$ cat src/rtl/auth_pkg.sv
// Shared types and defaults for the authentication session controller.
// AUTH_LOCKOUT_EN adds the LOCKED state to the state encoding.
package auth_pkg;

  localparam int unsigned ID_W             = 3;
  localparam int unsigned TIMER_W          = 16;
  localparam int unsigned FAIL_W           = 2;
  localparam int unsigned DEF_MAX_TRIES    = 3;
  localparam int unsigned DEF_LOCK_CYCLES  = 1000;
  localparam int unsigned DEF_IDLE_TIMEOUT = 5000;

`ifdef AUTH_LOCKOUT_EN
  typedef enum logic [1:0] {
    ST_ID_WAIT   = 2'd0,
    ST_PSWD_WAIT = 2'd1,
    ST_SESSION   = 2'd2,
    ST_LOCKED    = 2'd3
  } state_e;
`else
  typedef enum logic [1:0] {
    ST_ID_WAIT   = 2'd0,
    ST_PSWD_WAIT = 2'd1,
    ST_SESSION   = 2'd2
  } state_e;
`endif

endpackage

$ cat src/rtl/auth_session_ctrl_if.sv
// Handshake bundle between the ID/password stages, game control and the
// session controller. The master drives the request strobes, the slave
// (controller) drives the session status.
interface auth_session_ctrl_if;
  import auth_pkg::*;

  logic              matchedID;
  logic [ID_W-1:0]   ID_internal_from_ID;
  logic              pswd_ok;
  logic              pswd_fail;
  logic              UserLoad;
  logic              logout_from_gamectrl;

  logic              id_enable;
  logic              pswd_enable;
  logic [ID_W-1:0]   PlayerID_internal;
  logic              LoggedIn;
  logic              logout;
  logic              locked;
  logic [FAIL_W-1:0] fail_count;

  modport master (
    output matchedID, ID_internal_from_ID, pswd_ok, pswd_fail, UserLoad,
           logout_from_gamectrl,
    input  id_enable, pswd_enable, PlayerID_internal, LoggedIn, logout,
           locked, fail_count
  );

  modport slave (
    input  matchedID, ID_internal_from_ID, pswd_ok, pswd_fail, UserLoad,
           logout_from_gamectrl,
    output id_enable, pswd_enable, PlayerID_internal, LoggedIn, logout,
           locked, fail_count
  );

endinterface

$ cat src/rtl/auth_timer.sv
// Loadable down-counter shared by idle and lockout timing. zero_o flags the
// edge on which the count reaches zero, so a load of N expires exactly N
// cycles later; a load in the same cycle suppresses the flag.
module auth_timer
  import auth_pkg::*;
(
  input  logic               clk,
  input  logic               rst,
  input  logic               load_i,
  input  logic [TIMER_W-1:0] load_val_i,
  output logic               zero_o
);

  logic [TIMER_W-1:0] cnt_q;

  // Load has priority; otherwise count down and hold at zero.
  always_ff @(posedge clk) begin
    if (rst) begin
      cnt_q <= '0;
    end else if (load_i) begin
      cnt_q <= load_val_i;
    end else if (cnt_q != '0) begin
      cnt_q <= cnt_q - TIMER_W'(1);
    end
  end

  assign zero_o = !load_i && (cnt_q == TIMER_W'(1));

endmodule

$ cat src/rtl/auth_session_ctrl.sv
// Login session controller: ID entry, password check with failure counting,
// idle timeout and optional lockout (enabled by defining AUTH_LOCKOUT_EN).
module auth_session_ctrl
  import auth_pkg::*;
#(
  parameter int unsigned MAX_TRIES    = DEF_MAX_TRIES,
  parameter int unsigned LOCK_CYCLES  = DEF_LOCK_CYCLES,
  parameter int unsigned IDLE_TIMEOUT = DEF_IDLE_TIMEOUT
) (
  input  logic                clk,
  input  logic                rst,
  auth_session_ctrl_if.slave  bus
);

  localparam logic [TIMER_W-1:0] IDLE_VAL = TIMER_W'(IDLE_TIMEOUT);
`ifdef AUTH_LOCKOUT_EN
  localparam logic [TIMER_W-1:0] LOCK_VAL = TIMER_W'(LOCK_CYCLES);
`endif

  state_e            state_q;
  logic [ID_W-1:0]   player_id_q;
  logic              logged_in_q;
  logic              logout_q;
  logic [FAIL_W-1:0] fail_count_q;
  logic              id_enable_q;
  logic              pswd_enable_q;
`ifdef AUTH_LOCKOUT_EN
  logic              locked_q;
`endif

  logic               fail_c;
  logic               ok_c;
  logic [FAIL_W-1:0]  fail_next_c;
  logic               fail_max_c;
  logic               tmr_load_c;
  logic [TIMER_W-1:0] tmr_val_c;
  logic               tmr_zero_c;

  // A simultaneous ok/fail counts as a failure.
  assign fail_c      = bus.pswd_fail;
  assign ok_c        = bus.pswd_ok && !bus.pswd_fail;
  assign fail_next_c = fail_count_q + FAIL_W'(1);
  assign fail_max_c  = (fail_next_c == FAIL_W'(MAX_TRIES));

  // Timer reloads on state entry and on user activity in the active states.
  always_comb begin
    tmr_load_c = 1'b0;
    tmr_val_c  = IDLE_VAL;
    case (state_q)
      ST_ID_WAIT: begin
        if (bus.matchedID) tmr_load_c = 1'b1;
      end
      ST_PSWD_WAIT: begin
        if (fail_c && fail_max_c) begin
`ifdef AUTH_LOCKOUT_EN
          tmr_load_c = 1'b1;
          tmr_val_c  = LOCK_VAL;
`endif
        end else if (ok_c || bus.UserLoad) begin
          tmr_load_c = 1'b1;
        end
      end
      ST_SESSION: begin
        if (bus.UserLoad) tmr_load_c = 1'b1;
      end
      default: ;
    endcase
  end

  auth_timer u_timer (
    .clk        (clk),
    .rst        (rst),
    .load_i     (tmr_load_c),
    .load_val_i (tmr_val_c),
    .zero_o     (tmr_zero_c)
  );

  // Session FSM with all status outputs registered alongside the state.
  always_ff @(posedge clk) begin
    if (rst) begin
      state_q       <= ST_ID_WAIT;
      player_id_q   <= '0;
      logged_in_q   <= 1'b0;
      logout_q      <= 1'b0;
      fail_count_q  <= '0;
      id_enable_q   <= 1'b1;
      pswd_enable_q <= 1'b0;
`ifdef AUTH_LOCKOUT_EN
      locked_q      <= 1'b0;
`endif
    end else begin
      logout_q <= 1'b0;
      case (state_q)
        ST_ID_WAIT: begin
          if (bus.matchedID) begin
            state_q       <= ST_PSWD_WAIT;
            player_id_q   <= bus.ID_internal_from_ID;
            id_enable_q   <= 1'b0;
            pswd_enable_q <= 1'b1;
          end
        end
        ST_PSWD_WAIT: begin
          if (fail_c && fail_max_c) begin
            pswd_enable_q <= 1'b0;
            player_id_q   <= '0;
`ifdef AUTH_LOCKOUT_EN
            state_q       <= ST_LOCKED;
            fail_count_q  <= fail_next_c;
            locked_q      <= 1'b1;
`else
            state_q       <= ST_ID_WAIT;
            fail_count_q  <= '0;
            logout_q      <= 1'b1;
            id_enable_q   <= 1'b1;
`endif
          end else if (ok_c) begin
            state_q       <= ST_SESSION;
            fail_count_q  <= '0;
            logged_in_q   <= 1'b1;
            pswd_enable_q <= 1'b0;
          end else begin
            if (fail_c) fail_count_q <= fail_next_c;
            // Abandoned password entry: drop the attempt but keep the count.
            if (tmr_zero_c) begin
              state_q       <= ST_ID_WAIT;
              player_id_q   <= '0;
              logout_q      <= 1'b1;
              id_enable_q   <= 1'b1;
              pswd_enable_q <= 1'b0;
            end
          end
        end
        ST_SESSION: begin
          if (bus.logout_from_gamectrl || tmr_zero_c) begin
            state_q     <= ST_ID_WAIT;
            player_id_q <= '0;
            logged_in_q <= 1'b0;
            logout_q    <= 1'b1;
            id_enable_q <= 1'b1;
          end
        end
`ifdef AUTH_LOCKOUT_EN
        ST_LOCKED: begin
          if (tmr_zero_c) begin
            state_q      <= ST_ID_WAIT;
            fail_count_q <= '0;
            locked_q     <= 1'b0;
            id_enable_q  <= 1'b1;
          end
        end
`endif
        default: begin
          state_q       <= ST_ID_WAIT;
          player_id_q   <= '0;
          logged_in_q   <= 1'b0;
          id_enable_q   <= 1'b1;
          pswd_enable_q <= 1'b0;
        end
      endcase
    end
  end

  assign bus.id_enable         = id_enable_q;
  assign bus.pswd_enable       = pswd_enable_q;
  assign bus.PlayerID_internal = player_id_q;
  assign bus.LoggedIn          = logged_in_q;
  assign bus.logout            = logout_q;
  assign bus.fail_count        = fail_count_q;
`ifdef AUTH_LOCKOUT_EN
  assign bus.locked            = locked_q;
`else
  assign bus.locked            = 1'b0;
`endif

endmodule

$ cat src/flat_wrapper.sv
// flat-port wrapper written by rule: the top's interface ports become plain ports
module auth_session_ctrl_flat import auth_pkg::*;
#(
  parameter int unsigned MAX_TRIES    = DEF_MAX_TRIES,
  parameter int unsigned LOCK_CYCLES  = DEF_LOCK_CYCLES,
  parameter int unsigned IDLE_TIMEOUT = DEF_IDLE_TIMEOUT
)
  (clk, rst, bus_matchedID, bus_ID_internal_from_ID, bus_pswd_ok, bus_pswd_fail, bus_UserLoad, bus_logout_from_gamectrl, bus_id_enable, bus_pswd_enable, bus_PlayerID_internal, bus_LoggedIn, bus_logout, bus_locked, bus_fail_count);
  auth_session_ctrl_if bus_i ();
  input  logic clk;
  input  logic rst;
  input wire logic [$bits(bus_i.matchedID)-1:0] bus_matchedID;
  input wire logic [$bits(bus_i.ID_internal_from_ID)-1:0] bus_ID_internal_from_ID;
  input wire logic [$bits(bus_i.pswd_ok)-1:0] bus_pswd_ok;
  input wire logic [$bits(bus_i.pswd_fail)-1:0] bus_pswd_fail;
  input wire logic [$bits(bus_i.UserLoad)-1:0] bus_UserLoad;
  input wire logic [$bits(bus_i.logout_from_gamectrl)-1:0] bus_logout_from_gamectrl;
  output wire logic [$bits(bus_i.id_enable)-1:0] bus_id_enable;
  output wire logic [$bits(bus_i.pswd_enable)-1:0] bus_pswd_enable;
  output wire logic [$bits(bus_i.PlayerID_internal)-1:0] bus_PlayerID_internal;
  output wire logic [$bits(bus_i.LoggedIn)-1:0] bus_LoggedIn;
  output wire logic [$bits(bus_i.logout)-1:0] bus_logout;
  output wire logic [$bits(bus_i.locked)-1:0] bus_locked;
  output wire logic [$bits(bus_i.fail_count)-1:0] bus_fail_count;
  assign bus_i.matchedID = bus_matchedID;
  assign bus_i.ID_internal_from_ID = bus_ID_internal_from_ID;
  assign bus_i.pswd_ok = bus_pswd_ok;
  assign bus_i.pswd_fail = bus_pswd_fail;
  assign bus_i.UserLoad = bus_UserLoad;
  assign bus_i.logout_from_gamectrl = bus_logout_from_gamectrl;
  assign bus_id_enable = bus_i.id_enable;
  assign bus_pswd_enable = bus_i.pswd_enable;
  assign bus_PlayerID_internal = bus_i.PlayerID_internal;
  assign bus_LoggedIn = bus_i.LoggedIn;
  assign bus_logout = bus_i.logout;
  assign bus_locked = bus_i.locked;
  assign bus_fail_count = bus_i.fail_count;
  auth_session_ctrl #(.MAX_TRIES(MAX_TRIES), .LOCK_CYCLES(LOCK_CYCLES), .IDLE_TIMEOUT(IDLE_TIMEOUT)) u_core (.clk(clk), .rst(rst), .bus(bus_i));
endmodule
$ cat config.mk
export PLATFORM = sky130hd
export DESIGN_NAME = auth_session_ctrl_flat
export DESIGN_NICKNAME = d
export VERILOG_FILES = /design/src/rtl/auth_pkg.sv /design/src/rtl/auth_session_ctrl_if.sv /design/src/rtl/auth_timer.sv /design/src/rtl/auth_session_ctrl.sv /design/src/flat_wrapper.sv
export SDC_FILE = /design/constraint.sdc
export NUM_CORES = 1
export LEC_CHECK = 0
export ABC_CLOCK_PERIOD_IN_PS = 2830
export CORE_ASPECT_RATIO = 0.8
export CORE_UTILIZATION = 52
export CTS_BUF_LIST = sky130_fd_sc_hd__clkbuf_4 sky130_fd_sc_hd__clkbuf_8
export DETAILED_ROUTE_END_ITERATION = 16
export GPL_ROUTABILITY_DRIVEN = 1
export PLACE_DENSITY_LB_ADDON = 0.3
export SYNTH_ARGS = -nofsm -noshare
export SYNTH_HDL_FRONTEND = slang
export SYNTH_HIERARCHICAL = 1
export SYNTH_SLANG_ARGS = --single-unit
$ cat constraint.sdc
create_clock -name clk -period 2.83 [get_ports clk]
set_input_delay 0.566 -clock clk [delete_from_list [all_inputs] [get_ports clk]]
set_output_delay 0.566 -clock clk [all_outputs]
set_load 0.01 [all_outputs]
==> impl_metrics.sql, run 1 <==
INSERT INTO impl_metrics (metric_group, metric, value, unit) VALUES
('worst_setup_path', 'critPathRequiredTime', '2950', 'ps'),
('run_status', 'run_status', 'complete, no violations', ''),
('synthesis', 'synth_top_cells_by_area', 'dfxtp_1 33%, ha_1 5.4%, xor2_1 4.8%, nand2_1 4.4%, nor2_1 4.4%', ''),
('floorplanning', 'die_height', '52.1', 'um'),
('global_routing', 'grt.busiest_layer', 'met2', ''),
('final_layout', 'final_net_count', '246', ''),
('worst_setup_path', 'combined_buffer_and_inverter_count_along_the_critical_path', '3', ''),
('floorplanning', 'pin_count', '20', ''),
('pwr', 'power_per_cell_area', '962', 'nW/um^2'),
('timing', 'final.setup.tns', '0', 'ps'),
('global_routing', 'grt.total_usage', '26.0', '%'),
('clocking', 'cts_hold_buf', '0', ''),
('global_routing', 'pin_count_of_the_biggest_net_entering_global_routing', '20', ''),
('final_layout', 'drive_above_1_share', '10.5', '%'),
('timing', 'post-route-worst-setup-slack', '216', 'ps'),
('global_routing', 'groute.layer.met2.usage', '41.9', '%'),
('floorplanning', 'core_region_area', '2870', 'sq um'),
('final_layout', 'diodes_inserted', '0', ''),
('pwr', 'combinationalPowerShare', '51.9', '%'),
('timing', 'finalWorstPathRequiredPeriod', '2610', 'ps'),
('global_routing', 'global_route.usage.met3', '5.92', '%'),
('pwr', 'intPower', '1.05', 'mW'),
('placed_design', 'port_buffers', '18', ''),
('worst_setup_path', 'path_delay_family', 'buffers and inverters', ''),
('detailed_routing', 'wire_per_inst', '14.4', 'um'),
('global_routing', 'met1_grt_util', '34.6', '%'),
('worst_setup_path', 'critPathKind', 'primary input to register', ''),
('pwr', 'netSwitchingFraction', '44.7', '%'),
('floorplanning', 'start_util', '56.9', '%'),
('detailed_routing', 'route.antenna.remaining_nets', '0', ''),
('timing', 'finalSetupViolations', '0', ''),
('detailed_routing', 'total_length_of_routed_wires', '3830', 'um'),
('floorplanning', 'die_width', '64.7', 'um'),
('global_routing', 'via_count_of_the_first_global_routing_pass', '1408', ''),
('synthesis', 'number_of_enable_type_register_cells_in_the_synthesized_netlist', '0', ''),
('timing', 'final_max_slew_viol_count', '0', ''),
('pwr', 'total_power', '1.89', 'mW'),
('synthesis', 'synth-warning-count', '6', ''),
('synthesis', 'netlist-cell-type-count', '45', ''),
('clocking', 'cts.sink_count', '27', ''),
('synthesis', 'asyncSetResetFlopFracSynth', '0', '%'),
('clocking', 'cts_root_buffer', 'clkbuf_8', ''),
('floorplanning', 'die_area', '3370', 'sq um'),
('global_routing', 'first_pass_grt_wire_length', '6710', 'um'),
('clocking', 'htreeDepth', '1', ''),
('timing', 'final_hold_viol_count', '0', ''),
('synthesis', 'yosys.cell_count.top_type', 'dfxtp_1', ''),
('worst_setup_path', 'timing.reg2reg.worst_path_depth', '12', ''),
('detailed_routing', 'via_per_inst', '5.67', ''),
('timing', 'timing.slew.headroom', '51.7', '%'),
('clocking', 'path_clk_slew', '80', 'ps'),
('global_routing', 'globalRouteOverflowTotal', '0', ''),
('worst_setup_path', 'crit_path_dat', '2740', 'ps'),
('hold_path', 'worst_hold_startpoint', 'u_core/bus.PlayerID_internal[0]', ''),
('pwr', 'power.clock.fraction', '11.8', '%'),
('detailed_routing', 'detail_route.drc_violations', '0', ''),
('hold_path', 'worstHoldPathType', 'register to register', ''),
('flow_run', 'maxCapViolations', '0', ''),
('synthesis', 'mean_post_synth_cell_area', '8.38', 'sq um'),
('worst_setup_path', 'cp_cell_sequence', 'clkdlybuf4s50_1 -> nand2_1 -> a21o_1 -> a222oi_1 -> nor2_1 -> inv_1 -> nand4_1 -> nor2_1 -> buf_4 -> o21ai_1 -> and3_1 -> o21ai_1 -> a21oi_1', ''),
('clocking', 'clock_path_buffers', '2', ''),
('synthesis', 'proportion_of_synthesized_chip_area_in_sequential_cells', '33.1', '%'),
('final_layout', 'syn_to_final_growth', '20.4', '%'),
('synthesis', 'top_cells_by_instance_count_after_synthesis', '27 x dfxtp_1, 19 x nand2_1, 19 x nor2_1, 12 x o21ai_0, 9 x xor2_1', ''),
('detailed_routing', 'via_count', '1507', ''),
('timing', 'finClkSkew', '6.69', 'ps'),
('worst_setup_path', 'worstReg2RegEnd', 'u_core/bus.PlayerID_internal[2]', ''),
('placed_design', 'pre_cts_slack', '-131', 'ps'),
('timing', 'max_slew.worst_pin.slew', '722', 'ps'),
('worst_setup_path', 'worst_setup_path_endpoint', 'u_core/bus.PlayerID_internal[2]', ''),
('placed_design', 'post-dp-hpwl', '2940', 'um');
## cell type report
class                           count  share of cell area [%]
Multi-Input combinational cell    166                    55.0
Sequential cell                    27                    27.5
Clock buffer                        4                    2.48
Tap cell                           38                    2.42
Inverter                            8                    1.53
Timing Repair Buffer               23                    11.1
## worst register-to-register path: cells and delay by family, from the launching register on
| kind | cells | cell delay (ps) |
|---|---|---|
| flops | 1 | 400 |
| compound gates | 4 | 690 |
| fa+ha+maj | 1 | 340 |
| buf+inv | 3 | 320 |
| simple gates | 4 | 530 |
## cell usage in the layout, fill, tap and decap left out, types with 3 or more instances in the layout
cell type         n
conb_1           17
nand3_1           6
a211oi_1          3
clkbuf_8          3
mux2i_1           3
nand2b_1          5
nand4_1           8
buf_4             5
a21oi_1           7
o21ai_1           4
inv_1             8
nor3_1            8
ha_1              7
clkdlybuf4s50_1  18
nor2_1           19
dfxtp_1          27
nand2_1          19
a31oi_1           4
xor2_1            9
nand4b_1          3
o21ai_0          12
## kinds of logic after synthesis
family / synth area share, %
compound gates: 15.8
xor+xnor: 5.90
fa+ha+maj: 5.36
buf+inv: 4.59
flops: 33.1
mux: 1.84
other cells: 0.460
simple gates: 32.9
## timing repair
action | CTS | global route
setup endpoints to repair | 0 | 4
gates resized for setup | 0 | 1
buffers inserted | 0 | 0
## power groups by stage
stage	sequential (mW)	combinational (mW)	clock (mW)
floorplan	0.640	0.749	0
global placement	0.681	0.915	0
detailed placement	0.687	0.959	0
CTS	0.684	0.967	0.231
global route	0.708	1.10	0.245
finish	0.686	0.983	0.223
## state kept, by name (all words and copies together) (netlist names)
signal / count
u_core/bus.LoggedIn: 1
u_core/state_q: 2
u_core/bus.fail_count: 2
u_core/bus.pswd_enable: 1
u_core/bus.id_enable: 1
u_core/bus.logout: 1
u_core/bus.PlayerID_internal: 3
u_core/u_timer/cnt_q: 16
## metal layers
metal | wire [um] | vias up
met5 | 0 | -
met4 | 44 | 0
met3 | 202 | 8
met2 | 1820 | 49
met1 | 1770 | 708
li1 | - | 742
## metrics by stage
stage | instances | area (sq um) | hold WS, ps | utilization [%]
2_1_floorplan | 210 | 1690 | 466 | -
3_5_place_dp | 262 | 1910 | 480 | 66.5
6_report | 266 | 1970 | 489 | 68.5
3_3_place_gp | 262 | 1910 | 473 | 66.5
4_1_cts | 266 | 1960 | 492 | 68.2
5_1_grt | 266 | 1970 | 524 | 68.5
## worst min path at each step
stage / depth (start not counted) / to / slack (ps)
global route: 2 / u_core/bus.PlayerID_internal[0] / 520
global placement: 2 / u_core/bus.PlayerID_internal[1] / 470
floorplan: 2 / u_core/u_timer/cnt_q[14] / 470
finish: 2 / u_core/bus.PlayerID_internal[0] / 490
detailed placement: 2 / u_core/bus.id_enable / 480
CTS: 2 / u_core/bus.PlayerID_internal[0] / 490
No activity file was read; power rests on OpenSTA's default activity.
==> run 2: changes to the inputs <==
--- a/config.mk
+++ b/config.mk
@@ -10,7 +10,6 @@
 export CORE_UTILIZATION = 52
 export CTS_BUF_LIST = sky130_fd_sc_hd__clkbuf_4 sky130_fd_sc_hd__clkbuf_8
 export DETAILED_ROUTE_END_ITERATION = 16
-export GPL_ROUTABILITY_DRIVEN = 1
 export PLACE_DENSITY_LB_ADDON = 0.3
 export SYNTH_ARGS = -nofsm -noshare
 export SYNTH_HDL_FRONTEND = slang
==> results of run 2 <==
Same layout as run 1: the final DEF is identical, and so are final timing and power.
==> run 3: changes to the inputs <==
--- a/config.mk
+++ b/config.mk
@@ -6,6 +6,7 @@
 export NUM_CORES = 1
 export LEC_CHECK = 0
 export ABC_CLOCK_PERIOD_IN_PS = 2830
+export CAP_MARGIN = 0
 export CORE_ASPECT_RATIO = 0.8
 export CORE_UTILIZATION = 52
 export CTS_BUF_LIST = sky130_fd_sc_hd__clkbuf_4 sky130_fd_sc_hd__clkbuf_8
==> results of run 3 <==
Same layout as run 1: the final DEF is identical, and so are final timing and power.
